==> config.mk <==
export PLATFORM = sky130hd
export DESIGN_NAME = mips_div_ctrl
export DESIGN_NICKNAME = d
export VERILOG_FILES = /design/src/rtl/mips_div_ctrl.sv
export SDC_FILE = /design/constraint.sdc
export NUM_CORES = 1
export LEC_CHECK = 0
export BUFFER_PORTS_ARGS = -buffer_cell sky130_fd_sc_hd__buf_2
export CAP_MARGIN = 30
export CORE_UTILIZATION = 50
export CTS_CLUSTER_SIZE = 28
export DETAILED_ROUTE_END_ITERATION = 8
export PLACE_DENSITY = 0.82
export SKIP_LAST_GASP = 1
export SLEW_MARGIN = 5
export SYNTH_ARGS = -nofsm -noshare
export SYNTH_HDL_FRONTEND = slang
export SYNTH_SLANG_ARGS = --single-unit
==> constraint.sdc <==
create_clock -name clk -period 2.25 [get_ports clk]
set_clock_uncertainty 0.15 [all_clocks]
set_input_delay 0.45 -clock clk [delete_from_list [all_inputs] [get_ports clk]]
set_output_delay 0.45 -clock clk [all_outputs]
set_load 0.02 [all_outputs]
==> src/rtl/mips_div_ctrl.sv <==
// Sequencer for the radix-4 multicycle divider datapath: latches operand magnitudes,
// steps the datapath STEPS times, then captures the sign-corrected quotient/remainder.
module mips_div_ctrl #(
    parameter int unsigned STEPS = 16
) (
    input  logic        clk,
    input  logic        rst_n,
    input  logic        start,
    input  logic        is_signed,
    input  logic [31:0] op_a,
    input  logic [31:0] op_b,
    input  logic        abort,
    output logic        busy,
    output logic        done,
    output logic        div_zero,
    output logic [31:0] hi,
    output logic [31:0] lo,
    output logic        dp_acompl,
    output logic        dp_bcompl,
    output logic        dp_ready,
    output logic [31:0] dp_a,
    output logic [31:0] dp_b,
    output logic [31:0] dp_rem,
    input  logic [31:0] dp_quotient,
    input  logic [31:0] dp_remainder
);

    localparam logic [3:0] LastStep = 4'(STEPS - 1);

    typedef enum logic [0:0] {StIdle, StRun} state_e;

    state_e      state;
    logic [31:0] a_reg, b_reg, r_reg;
    logic        acompl_q, bcompl_q;
    logic [3:0]  cnt;
    logic        zero_pend;

    logic        a_neg, b_neg;
    logic [31:0] a_mag, b_mag;

    // 0x80000000 negates to itself, which is the correct unsigned magnitude.
    always_comb begin
        a_neg = is_signed & op_a[31];
        b_neg = is_signed & op_b[31];
        a_mag = a_neg ? (~op_a + 32'd1) : op_a;
        b_mag = b_neg ? (~op_b + 32'd1) : op_b;
    end

    assign dp_a      = a_reg;
    assign dp_b      = b_reg;
    assign dp_rem    = r_reg;
    assign dp_acompl = acompl_q;
    assign dp_bcompl = bcompl_q;
    assign dp_ready  = (state == StRun) && (cnt == LastStep);

    always_ff @(posedge clk or negedge rst_n) begin
        if (!rst_n) begin
            state     <= StIdle;
            busy      <= 1'b0;
            done      <= 1'b0;
            div_zero  <= 1'b0;
            hi        <= '0;
            lo        <= '0;
            a_reg     <= '0;
            b_reg     <= '0;
            r_reg     <= '0;
            acompl_q  <= 1'b0;
            bcompl_q  <= 1'b0;
            cnt       <= '0;
            zero_pend <= 1'b0;
        end else begin
            done <= 1'b0;
            unique case (state)
                StIdle: begin
                    if (start && !abort) begin
                        acompl_q  <= a_neg;
                        bcompl_q  <= b_neg;
                        a_reg     <= a_mag;
                        b_reg     <= b_mag;
                        r_reg     <= '0;
                        cnt       <= '0;
                        zero_pend <= (op_b == 32'd0);
                        busy      <= 1'b1;
                        state     <= StRun;
                    end
                end
                StRun: begin
                    if (abort) begin
                        busy  <= 1'b0;
                        state <= StIdle;
                    end else begin
                        a_reg <= dp_quotient;
                        r_reg <= dp_remainder;
                        cnt   <= cnt + 4'd1;
                        if (cnt == LastStep) begin
                            lo       <= dp_quotient;
                            hi       <= dp_remainder;
                            div_zero <= zero_pend;
                            done     <= 1'b1;
                            busy     <= 1'b0;
                            state    <= StIdle;
                        end
                    end
                end
                default: begin
                    busy  <= 1'b0;
                    state <= StIdle;
                end
            endcase
        end
    end

endmodule
* After elaboration in Yosys (flattened, before gate mapping) *
Cells that the tools add are included.

word-level totals
  bits in registers = 171
  input port bits = 133
  output and inout port bits = 166
  logic and storage cells = 56

operators by class
  reductions and logical operators = 8
  $add $sub $neg = 3
  bitwise logic cells = 6
  equality and inequality tests = 4
  muxes and demuxes = 22

operators by type and width
  kind                                                   count
  2-to-1 mux 32 bit                                      6
  case mux 32 bit (2 select lines)                       2
  adder 32 x 1 -> 32 bit, second input constant          2
  inverter 32 bit                                        2
  zero test 32 bit                                       1
  2-to-1 mux 1 bit                                       9
  2-to-1 mux 4 bit                                       2
  case mux 4 bit (2 select lines)                        1
  AND reduction 2 bit                                    3
  adder 4 x 1 -> 4 bit, second input constant            1
  equality test 4 bit, second input constant             1
  inequality test 2 bit, second input constant           2
  case mux 1 bit (2 select lines)                        2
  inequality test 3 x 2 -> 1 bit, second input constant  1
  AND reduction 3 bit                                    1
  AND 1 bit                                              2
  logical AND 1 bit                                      2
  inverter 1 bit                                         2
  zero test 1 bit                                        1

* Longest topological paths before layout *
Gate-level depths: netlist of run 1.

  word-level depth = 5
  mapped depth = 7
  gate-level depth less buffers = 7

* Worst setup path before layout of run 1 *
OpenSTA, ideal clock, no wires.

  path kind = in2reg
  start point = in op_a[0]
  end point = reg a_reg[14] (netlist: dp_a[14])
  required time = 2.030 ns
  path buffers = 0
  stages = 7
  slack = 0.079 ns
  setup time = 0.070 ns
  arrival = 1.951 ns
  cells stage by stage = inv_1 -> ha_1 -> nor3b_1 -> nand4_1 -> a2111oi_0 -> a41oi_1 -> nand3_1

between the ends
  word-level cells in the longest chain between the ends = 5

ends and longest elaborated chain
  item                              RTL line  source
  from (decl)                       10        input logic [31:0] op_a,
  inverter 32 bit                   45        a_mag = a_neg ? (~op_a + 32'd1) : op_a;
  adder 32 x 1 -> 32 bit            45
  2-to-1 mux 32 bit                 45
  2-to-1 mux 32 bit                 75        if (start && !abort) begin
  case mux 32 bit (2 select lines)  73        unique case (state)
  to (signal assigned)              78        a_reg <= a_mag;
  to (signal assigned)              92        a_reg <= dp_quotient;
  to (decl)                         33        logic [31:0] a_reg, b_reg, r_reg;

Every way passes these cells. The select of a mux whose other input is x is not followed.
A chain may end at the register's enable or synchronous reset.

* Worst setup path after layout of run 1 *
  start point = reg cnt[0]
  end point = out dp_ready

between the ends
  word-level cells in the longest chain between the ends = 2

ends and longest elaborated chain
  item                    RTL line  source
  from (decl)             35        logic [3:0] cnt;
  from (signal assigned)  94        cnt <= cnt + 4'd1;
  equality test 4 bit     54        assign dp_ready = (state == StRun) && (cnt == LastStep);
  logical AND 1 bit       54
  to (decl)               20        output logic dp_ready,

Every way passes these cells.

==> results.rst, run 1 <==
.. list-table::
   :header-rows: 1

   * - Metric
     - Value
   * - Simple-gate portion of the synthesized area
     - 13.0%
   * - Setup violation total in the final timing report
     - 0
   * - Worst path required time
     - 1.65 ns
   * - Fillcell total
     - 1,167
   * - Most frequent cells in the layout
     - 297 x buf_2, 171 x dfrtp_1, 65 x nand2_1, 65 x mux2_2, 60 x o21ai_0
   * - Vias in the first global route
     - 7,239
   * - Cell types occupying the most area after synthesis
     - dfrtp_1 54%, mux2_2 9.2%, o21ai_0 3.8%
   * - CP startpoint kind
     - flop
   * - Period Utilization, post-route
     - 95.5%
   * - Clock latency on the worst-skew pair
     - 0.42 ns
   * - CTS Buf Count
     - 17
   * - Count of different cell masters after synthesis
     - 48
   * - Placeable Area
     - 0.0154 mm^2
   * - Result of the run
     - finished clean
   * - Number of H-tree levels
     - 4
   * - Post-synth top area cell
     - dfrtp_1
   * - Post-synth top area share
     - 53.6%
   * - Share of the synthesized netlist area taken by xor and xnor gates
     - 4.71%
   * - IO buf count
     - 298
   * - Synth Area per Inst
     - 10.9 um^2
   * - Total die area
     - 0.0165 mm^2
   * - Horizontal die dimension
     - 128 um
   * - HPWL after detailed placement
     - 17,400 um
   * - Max VDD drop
     - 0.530 mV
   * - Proportion of synthesized chip area in sequential cells
     - 53.6%
   * - Fraction of layout cells with a size suffix above 1
     - 43.5%
   * - Overall power consumption
     - 8.34 mW
   * - Proportion of synthesized flip-flops having asynchronous set or reset
     - 100%
   * - Largest fanout on the critical path
     - 4
   * - Cell count after synthesis
     - 735
   * - Leakage
     - 5.49 nW
   * - Largest net degree at the start of global routing
     - 51
   * - Area growth from synthesis to layout
     - 34.2%
   * - First-iteration detailed-routing DRC count
     - 392
   * - Vertical extent of the die
     - 128 um
   * - Number of antenna violations at the first check in global routing
     - 3
   * - Detail-routed via count per cell
     - 5.69
   * - Combined global-route utilization of all metal layers
     - 28.8%
   * - Clock transition at path regs
     - 0.07 ns
   * - Most common cell after layout, fill and taps aside
     - buf_2
   * - End-of-flow core utilization
     - 69.7%
   * - Via count
     - 7,372
   * - RSZ-0062 raised after global routing
     - false
   * - Worst setup path category
     - flop to output pin
   * - Bufs on Longest Clock Path
     - 2
   * - Total gr overflow
     - 0
   * - Worst slew margin relative to its limit
     - 57.8%
   * - Routed length per placed instance
     - 18.0 um
   * - Number of remaining DRC errors
     - 0
   * - Largest family of logic cells by synthesized area
     - compound AO/OA/AOI/OAI gates
   * - Initial cell density of the core
     - 52.0%
   * - Yosys Warn Count
     - 0
   * - Clock tree sinks
     - 171
   * - Slew of the pin with the lowest slew margin
     - 0.632 ns
   * - Area taken by multi-input logic gates
     - 0.00353 mm^2
   * - Worst slack at placement
     - -0.148 ns
   * - Top Ports
     - 299
   * - Synthesized-area fraction occupied by ao, oa, aoi and oai cells
     - 15.9%
   * - Number of iterations in the first detailed-routing pass
     - 5
   * - Clock root buffer master
     - clkbuf_16
   * - TNS Setup
     - 0 ns
   * - Routability congestion estimate from global placement
     - 0.899
   * - Max-slew violations
     - 0
   * - Minimum clock period after layout
     - 2.15 ns
   * - Path category of the worst min-delay check
     - primary input to flop
   * - Syn Nets
     - 871
   * - Finished layout cell area
     - 0.0107 mm^2
   * - PnR worst setup slack
     - 0.100 ns
   * - Number of rows created at floorplan
     - 45
   * - Power density over cell area
     - 778 mW/mm^2
   * - Post-synth EDFFs
     - 0
   * - Sequential cell area
     - 0.00428 mm^2
   * - Data arrival time of the worst path
     - 1.55 ns
   * - Synthesized flop and latch total
     - 171
   * - Total wire length after detailed routing
     - 23,300 um
   * - Mux share of post-synthesis cell area
     - 9.66%
   * - First-pass GRT wire length
     - 36,400 um
   * - Max-Cap Viols
     - 0
   * - CTS tree
     - built
   * - FMAX
     - 465 MHz
   * - Total standard cell area after synthesis
     - 0.00799 mm^2
   * - CP Capture Type
     - output pin
   * - Fraction of the mapped netlist area in adder cells
     - 0.470%
   * - Number of nets in the finished design
     - 1,206
   * - Number of hold-slack violations in the final timing report
     - 0
   * - Instance area at placement
     - 0.0101 mm^2
   * - Final ANT Viol Nets
     - 0
   * - Top flip-flop cell by instance count after synthesis
     - dfrtp_1
==> routing by layer <==
| layer | up-vias | global-route usage [%] | routed length, um |
|---|---|---|---|
| li1 | 3386 | - | - |
| met1 | 3517 | 34.1 | 8910 |
| met2 | 385 | 48.4 | 11400 |
| met3 | 80 | 7.40 | 2080 |
| met4 | 4 | 14.9 | 930 |
| met5 | - | 0 | 31 |
==> final cells by class <==
class / instances / share of cell area, %
Clock buffer: 18 / 4.10
Clock inverter: 14 / 1.33
Sequential cell: 171 / 39.9
Antenna cell: 1 / 0.0233
Multi-Input combinational cell: 508 / 33.0
Inverter: 13 / 0.455
Tap cell: 211 / 2.46
Timing Repair Buffer: 359 / 18.7
==> cells in the mapped netlist, types with 5 or more instances <==
cell / number
a31oi_1: 11
o22ai_1: 10
nor2_1: 39
mux2_2: 65
clkbuf_1: 28
o31ai_1: 10
o21ai_0: 60
xor2_1: 23
dfrtp_1: 171
or4_1: 7
and3_1: 9
o211ai_1: 7
buf_2: 5
nand3_1: 17
buf_1: 10
nand4_1: 11
nor3_1: 16
a22o_1: 33
o311ai_0: 6
inv_1: 13
nand2_1: 65
o41ai_1: 6
and2_1: 6
xnor2_1: 20
a21oi_1: 37
nor4_1: 8
==> report_power, final <==
group	switching [mW]	leakage [nW]	internal [mW]	total [mW]
Clock	1.36	0.282	1.51	2.87
Sequential	0.208	2.23	3.42	3.63
Combinational	1.17	2.98	0.672	1.84
==> final timing paths <==
kind | endpoint | cells after the start | slack [ns] | from
max in group asynchronous | hi[14]$_DFFE_PN0P_ | 3 | 0.96 | rst_n
min in group asynchronous | dp_rem[8]$_DFFE_PN0P_ | 2 | 0.34 | rst_n
hold / removal | dp_rem[8]$_DFFE_PN0P_ | 2 | 0.1 | dp_remainder[8]
setup / recovery | dp_ready | 4 | 0.10 | cnt[0]$_DFFE_PN0P_
hold reg to reg | dp_bcompl$_DFFE_PN0P_ | 2 | 0.32 | dp_bcompl$_DFFE_PN0P_
setup reg to reg | hi[28]$_DFFE_PN0P_ | 5 | 0.23 | state$_DFF_PN0_
==> repair_timing <==
action                                 in CTS  in global routing
setup buffers                               0                  0
hold buffers                                1                  0
endpoints found under the hold margin      35                  0
setup endpoints to repair                   0                  1
resized for setup                           0                  1
==> worst max-delay path: stages (launching register included) <==
cell and delay [ns]:
dfrtp_1 0.41, ha_1 0.24, and3_4 0.17, and2_1 0.15, buf_2 0.16
==> flip-flops by register name, indices dropped and copies added (netlist names) <==
signal	count
busy	1
state	1
dp_bcompl	1
zero_pend	1
dp_a	32
div_zero	1
lo	32
hi	32
done	1
dp_rem	32
dp_acompl	1
dp_b	32
cnt	4
==> stage by stage <==
| stage | hold WS (ns) | instances |
|---|---|---|
| CTS | 0.0788 | 1294 |
| detailed placement | 0.233 | 1261 |
| floorplan | 0.00441 | 735 |
| finish | 0.0984 | 1295 |
| global route | 0.0853 | 1295 |
| global placement | 0.232 | 1261 |
==> kinds of logic (layout without fill, tap and decap cells) <==
group	after synthesis	after routing
other	0	1
multiplexers	69	69
adder cells (fa/ha/maj)	3	3
flip-flops	171	171
XOR/XNOR	43	43
AND/OR/NAND/NOR	197	197
AO/OA/AOI/OAI	196	196
buffers and inverters	56	404
(Power assumes the default switching activity.)
==> run 2, diff against run 1 <==
==> constraint.sdc (replaced) <==
create_clock -name clk -period 2.25 [get_ports clk]
set_clock_uncertainty 0.15 [all_clocks]
set_input_delay 0.1125 -clock clk [delete_from_list [all_inputs] [get_ports clk]]
set_output_delay 0.1125 -clock clk [all_outputs]
set_load 0.02 [all_outputs]
==> run 2 against run 1 <==
Compared with the run above: hold slack lost 0.079 ns; largest power group unchanged; critical path depth grew 4; sequential share of layout area shrank 3.8 points; core utilization grew 7.3 points; count of clock-buffer cells in the layout is the same; largest cell class unchanged.
==> results.rst, run 2 (synthesis gave the netlist of run 1 again) <==
.. list-table::
   :header-rows: 1

   * - Metric
     - Value
   * - Worst setup path category
     - primary input to flop
   * - GR Layer Usage met1
     - 38.3%
   * - Data arrival time of the worst path
     - 2.38 ns
   * - Most common cell after layout, fill and taps aside
     - buf_2
   * - Worst path required time
     - 2.39 ns
   * - IO buf count
     - 298
   * - Total die area
     - 0.0165 mm^2
   * - Clock tree sinks
     - 171
   * - Sequential cell area
     - 0.00428 mm^2
   * - Routability congestion estimate from global placement
     - 0.896
   * - Power share of the clock group
     - 35.9%
   * - Bufs on Longest Clock Path
     - 2
   * - Instance count along the most critical hold path
     - 4
   * - Combined global-route utilization of all metal layers
     - 33.0%
   * - Clock latency on the worst-skew pair
     - 0.42 ns
   * - CTS Buf Count
     - 17
   * - Worst-case hold path end point
     - dp_a[2]$_DFFE_PN0P_
   * - CTS tree
     - built
   * - Number of rows created at floorplan
     - 45
   * - Initial cell density of the core
     - 52.0%
   * - Finished layout cell area
     - 0.0118 mm^2
   * - Area taken by multi-input logic gates
     - 0.00356 mm^2
   * - Max-Cap Viols
     - 0
   * - Result of the run
     - finished clean
   * - Final ANT Viol Nets
     - 0
   * - Startpoint of the most critical register-to-register path
     - cnt[0]$_DFFE_PN0P_
   * - Number of nets in the finished design
     - 1,306
   * - HPWL after detailed placement
     - 17,000 um
   * - First-pass GRT wire length
     - 41,600 um
   * - Number of hold-slack violations in the final timing report
     - 0
   * - First-iteration detailed-routing DRC count
     - 555
   * - Number of remaining DRC errors
     - 0
   * - Number of H-tree levels
     - 4
   * - Area growth from synthesis to layout
     - 48.3%
   * - Setup violation total in the final timing report
     - 0
   * - Worst slew margin relative to its limit
     - 62.7%
   * - Global-route track usage on met2
     - 57.6%
   * - Part of the power in registers
     - 41.3%
   * - Hold Crit Start
     - op_a[2]
   * - Busiest layer in global routing
     - met2
   * - Detail-routed via count per cell
     - 5.80
   * - TNS Setup
     - 0 ns
   * - Slew of the pin with the lowest slew margin
     - 0.554 ns
   * - Instance area at placement
     - 0.00987 mm^2
   * - CP startpoint kind
     - primary input
   * - Power density over cell area
     - 745 mW/mm^2
   * - FMAX
     - 446 MHz
   * - CP Capture Type
     - flop
   * - Fillcell total
     - 950
   * - Worst-case reg-to-reg path depth
     - 5
   * - Cell-internal power
     - 6.00 mW
   * - Leakage
     - 5.93 nW
   * - Path category of the worst min-delay check
     - primary input to flop
   * - Number of iterations in the first detailed-routing pass
     - 4
   * - Most frequent cells in the layout
     - 297 x buf_2, 171 x dfrtp_1, 125 x dlygate4sd3_1
   * - Met3 track demand over resource in global routing
     - 8.07%
   * - End-of-flow core utilization
     - 77.1%
   * - Largest fanout on the critical path
     - 6
   * - Part of the total power dissipated in combinational logic
     - 22.8%
   * - Clock transition at path regs
     - 0.07 ns
   * - Number of antenna violations at the first check in global routing
     - 2
   * - Clock root buffer master
     - clkbuf_16
   * - Vertical extent of the die
     - 128 um
   * - Period Utilization, post-route
     - 99.6%
   * - Top Ports
     - 299
   * - Max-slew violations
     - 0
   * - Critical R2R Capture
     - lo[25]$_DFFE_PN0P_
   * - Minimum clock period after layout
     - 2.24 ns
   * - Total wire length after detailed routing
     - 27,200 um
   * - Fraction of layout cells with a size suffix above 1
     - 38.0%
   * - Largest net degree at the start of global routing
     - 87
   * - Placeable Area
     - 0.0154 mm^2
   * - Horizontal die dimension
     - 128 um
   * - Routed length per placed instance
     - 19.5 um
   * - Via count
     - 8,100
   * - Net switching power
     - 2.82 mW
   * - R2R Setup Slk
     - 0.16 ns
   * - Max VDD drop
     - 0.504 mV
   * - Vias in the first global route
     - 8,030
   * - Total gr overflow
     - 0
   * - Net switching fraction of the power
     - 32.0%
## run 2: layout make-up
class | instances | area share, %
sequential | 171 | 36.1
antenna | 2 | 0.0423
inverter | 13 | 0.412
clock buffer | 18 | 3.62
multi-input combinational | 508 | 30.0
tap | 211 | 2.23
timing repair buffer | 459 | 25.8
clock inverter | 14 | 1.72
## run 2: stage by stage
step | setup slack, ns | hold WS, ns | power (mW) | instances
2_1_floorplan | 0.216 | -0.333 | 4.64 | 735
3_3_place_gp | 0.179 | -0.0876 | 5.42 | 1230
3_5_place_dp | 0.145 | -0.0860 | 5.47 | 1230
4_1_cts | 0.0375 | 0.00725 | 8.80 | 1387
5_1_grt | -0.0225 | 0.0348 | 9.15 | 1396
6_report | 0.00799 | 0.0194 | 8.82 | 1396
## run 2: per-layer routing
metal  share of wire [%]  wire length, um  vias up
met4                 3.9             1060        0
met3                 8.3             2240       89
met2                  51            13900      466
li1                    -                -     3578
met1                  37             9990     3967
met5                   0                0        -
## run 2: how the worst max path moves through the flow
stage / endpoint / depth (start not counted) / slack (ns) / from
floorplan: hi[10]$_DFFE_PN0P_ / 6 / 0.22 / cnt[0]$_DFFE_PN0P_
global placement: dp_a[24]$_DFFE_PN0P_ / 8 / 0.18 / op_a[0]
detailed placement: dp_a[24]$_DFFE_PN0P_ / 8 / 0.14 / op_a[0]
CTS: dp_a[26]$_DFFE_PN0P_ / 7 / 0.04 / op_a[16]
global route: dp_b[19]$_DFFE_PN0P_ / 7 / -0.02 / op_b[15]
finish: dp_a[21]$_DFFE_PN0P_ / 8 / 0.008 / op_a[6]
## run 2: power groups by stage
stage / logic, mW / clock network [mW] / registers [mW]
global placement: 1.75 / 0 / 3.67
CTS: 1.97 / 3.20 / 3.63
global route: 2.15 / 3.32 / 3.68
floorplan: 0.575 / 0 / 4.06
detailed placement: 1.79 / 0 / 3.68
finish: 2.01 / 3.17 / 3.65
## run 2: repair_timing
item | 4_1_cts | 5_1_grt
resized for setup | 0 | 5
endpoints found under the setup margin | 0 | 19
hold endpoints to repair | 333 | 0
hold buffers | 125 | 0
buffers inserted | 0 | 7
## run 2: critical path: stages
cell	delay [ns]
dlygate4sd3_1	0.55
buf_2	0.16
or4_4	0.58
nor4_4	0.31
buf_4	0.21
a41oi_2	0.15
xnor2_1	0.22
o21ai_0	0.10
==> run 3, diff against run 2 <==
==> constraint.sdc (replaced) <==
create_clock -name clk -period 2.25 [get_ports clk]
set_clock_uncertainty 0.15 [all_clocks]
set_input_delay 0.1125 -clock clk [delete_from_list [all_inputs] [get_ports clk]]
set_output_delay 0.1125 -clock clk [all_outputs]
set_load 0.1 [all_outputs]
==> run 3 against run 2 <==
Compared with the run above: the flow now finishes with violations (negative setup slack); combinational power up 100%; sequential power about the same; sequential cell count unchanged; non-clock buffer count down 3; power up 19%; first-iteration DRC count up 17%; core utilization down 0.37 points; die area unchanged; wire length up 2.8%; count of clock-buffer cells in the layout down 1; sequential share of layout area up 0.17 points; largest cell class unchanged.
==> results.rst, run 3 (synthesis gave the netlist of run 1 again) <==
.. list-table::
   :header-rows: 1

   * - Metric
     - Value
   * - Result of the run
     - complete, but fails checks
   * - Violated checks
     - negative setup slack
   * - Total wire length after detailed routing
     - 27,900 um
   * - Number of nets in the finished design
     - 1,303
   * - TNS Setup
     - -0.0154 ns
   * - Finished layout cell area
     - 0.0118 mm^2
   * - Largest net degree at the start of global routing
     - 60
   * - Via count
     - 8,215
   * - First-pass GRT wire length
     - 42,800 um
   * - Vertical extent of the die
     - 128 um
   * - Cell-internal power
     - 5.65 mW
   * - FMAX
     - 441 MHz
   * - CP Capture Type
     - flop
   * - Max-Cap Viols
     - 0
   * - Max-slew violations
     - 0
   * - Number of antenna violations at the first check in global routing
     - 3
   * - Placeable Area
     - 0.0154 mm^2
   * - Net switching power
     - 4.85 mW
   * - First-iteration detailed-routing DRC count
     - 648
   * - Cell Chain, Critical Path
     - dlygate4sd3_1 > buf_2 > nor4_1 > nand3_2 > nor4_4 > nand2_1 > a311oi_1
   * - Clock latency on the worst-skew pair
     - 0.42 ns
   * - Power share of the clock group
     - 26.5%
   * - Number of rows created at floorplan
     - 45
   * - HPWL after detailed placement
     - 16,900 um
   * - PnR worst setup slack
     - -0.0154 ns
   * - Part of the power in registers
     - 34.8%
   * - Number of hold-slack violations in the final timing report
     - 0
   * - Most frequent cells in the layout
     - 295 x buf_2, 171 x dfrtp_1, 124 x dlygate4sd3_1
   * - Slew of the pin with the lowest slew margin
     - 0.671 ns
   * - Path category of the worst min-delay check
     - primary input to flop
   * - Final hold slack
     - 0.0339 ns
   * - Clock root buffer master
     - clkbuf_16
   * - Slowest Stage Delay on Critical Path
     - 0.54 ns
   * - Clock transition at path regs
     - 0.07 ns
   * - Vias in the first global route
     - 8,245
   * - CP startpoint kind
     - primary input
   * - Net switching fraction of the power
     - 46.2%
   * - Most common cell after layout, fill and taps aside
     - buf_2
   * - Top Ports
     - 299
   * - Area growth from synthesis to layout
     - 47.6%
   * - IO buf count
     - 298
   * - Routed length per placed instance
     - 20.1 um
   * - Data arrival time of the worst path
     - 2.45 ns
   * - Initial cell density of the core
     - 52.0%
   * - CTS Buf Count
     - 17
   * - Detail-routed via count per cell
     - 5.90
   * - Number of cells on the critical path
     - 7
   * - Power density over cell area
     - 891 mW/mm^2
   * - Instance count along the most critical hold path
     - 3
   * - Horizontal die dimension
     - 128 um
   * - Combined global-route utilization of all metal layers
     - 34.0%
   * - Minimum clock period after layout
     - 2.27 ns
   * - Bufs on Longest Clock Path
     - 2
   * - End-of-flow core utilization
     - 76.7%
   * - Worst setup path category
     - primary input to flop
   * - Period Utilization, post-route
     - 101%
   * - Worst path required time
     - 2.43 ns
   * - Fraction of layout cells with a size suffix above 1
     - 37.9%
   * - Worst slew margin relative to its limit
     - 54.9%
   * - Clock tree sinks
     - 171
   * - Total gr overflow
     - 0
   * - Worst-path cell with the longest stage delay
     - dlygate4sd3_1
   * - Total die area
     - 0.0165 mm^2
   * - Part of the total power dissipated in combinational logic
     - 38.7%
   * - Final ANT Viol Nets
     - 0
   * - Instance area at placement
     - 0.00990 mm^2
   * - Delay-heaviest family, CP
     - simple AND/OR/NAND/NOR gates
   * - Setup violation total in the final timing report
     - 1
   * - Leakage
     - 5.88 nW
   * - CTS tree
     - built
   * - Number of H-tree levels
     - 4
   * - Routability congestion estimate from global placement
     - 0.886
   * - Number of iterations in the first detailed-routing pass
     - 8
   * - Worst-case reg-to-reg path depth
     - 4
   * - Sum of buffers and inverters on the critical path
     - 2
   * - RSZ-0062 raised after global routing
     - true
   * - Largest fanout on the critical path
     - 7
   * - Number of remaining DRC errors
     - 0
   * - Max VDD drop
     - 0.719 mV
==> run 3: cell types whose count changed in the layout (fill, tap and decap cells not counted), sizes merged <==
cell	previous run	this run
clkbuf	18	17
bufinv	3	0
buf	334	331
clkinvlp	1	4
diode	2	3
dlygate4sd3	125	124
dlymetal6s4s	0	1
==> run 3: worst paths after layout <==
check / from / endpoint / slack (ns)
min reg2reg: dp_a[4]$_DFFE_PN0P_ / dp_a[4]$_DFFE_PN0P_ / 0.33
max: op_b[14] / dp_b[31]$_DFFE_PN0P_ / -0.02
max in group asynchronous: rst_n / dp_b[30]$_DFFE_PN0P_ / 1.08
min: op_a[12] / dp_a[12]$_DFFE_PN0P_ / 0.03
min in group asynchronous: rst_n / hi[5]$_DFFE_PN0P_ / 0.13
max reg2reg: state$_DFF_PN0_ / dp_a[10]$_DFFE_PN0P_ / 0.12
==> run 3: what timing repair did <==
item,4_1_cts,5_1_grt
hold endpoints to repair,259,0
setup buffers,0,5
setup endpoints to repair,0,14
resized for setup,0,8
hold buffers,125,0
==> run 3: final cells by class <==
class | count | area, um^2
Tap cell | 211 | 264
Inverter | 13 | 48.8
Fill cell | 909 | 3580
Clock buffer | 17 | 425
Clock inverter | 14 | 131
Multi-Input combinational cell | 508 | 3570
Timing Repair Buffer | 456 | 3070
Sequential cell | 171 | 4280
Antenna cell | 3 | 7.51
==> run 3: metrics by stage <==
stage / power [mW] / instances / setup slack [ns]
finish: 10.5 / 1393 / -0.0154
CTS: 10.4 / 1386 / 0.0390
detailed placement: 7.50 / 1230 / 0.116
floorplan: 6.62 / 735 / 0.216
global route: 10.8 / 1393 / -0.102
global placement: 7.46 / 1230 / 0.171
==> run 3: worst register-to-register path: cells and delay by family (launching register included) <==
kind / cells / cell delay [ns]
AO/OA/AOI/OAI: 1 / 0.20
buffers and inverters: 2 / 0.73
flip-flops: 1 / 0.60
AND/OR/NAND/NOR: 1 / 0.31
==> run 3: power groups by stage <==
stage | combinational [mW] | sequential (mW) | clock (mW)
floorplan | 0.582 | 6.04 | 0
global placement | 3.78 | 3.67 | 0
detailed placement | 3.82 | 3.68 | 0
CTS | 4.00 | 3.63 | 2.82
global route | 4.20 | 3.69 | 2.94
finish | 4.06 | 3.65 | 2.79
==> run 3: layer usage <==
layer | global-route usage, % | up-vias | wire (um)
met5 | 0 | - | 0
met4 | 19.9 | 0 | 1480
met3 | 8.15 | 136 | 2260
met2 | 58.5 | 516 | 13900
met1 | 38.8 | 3986 | 10300
li1 | - | 3577 | -
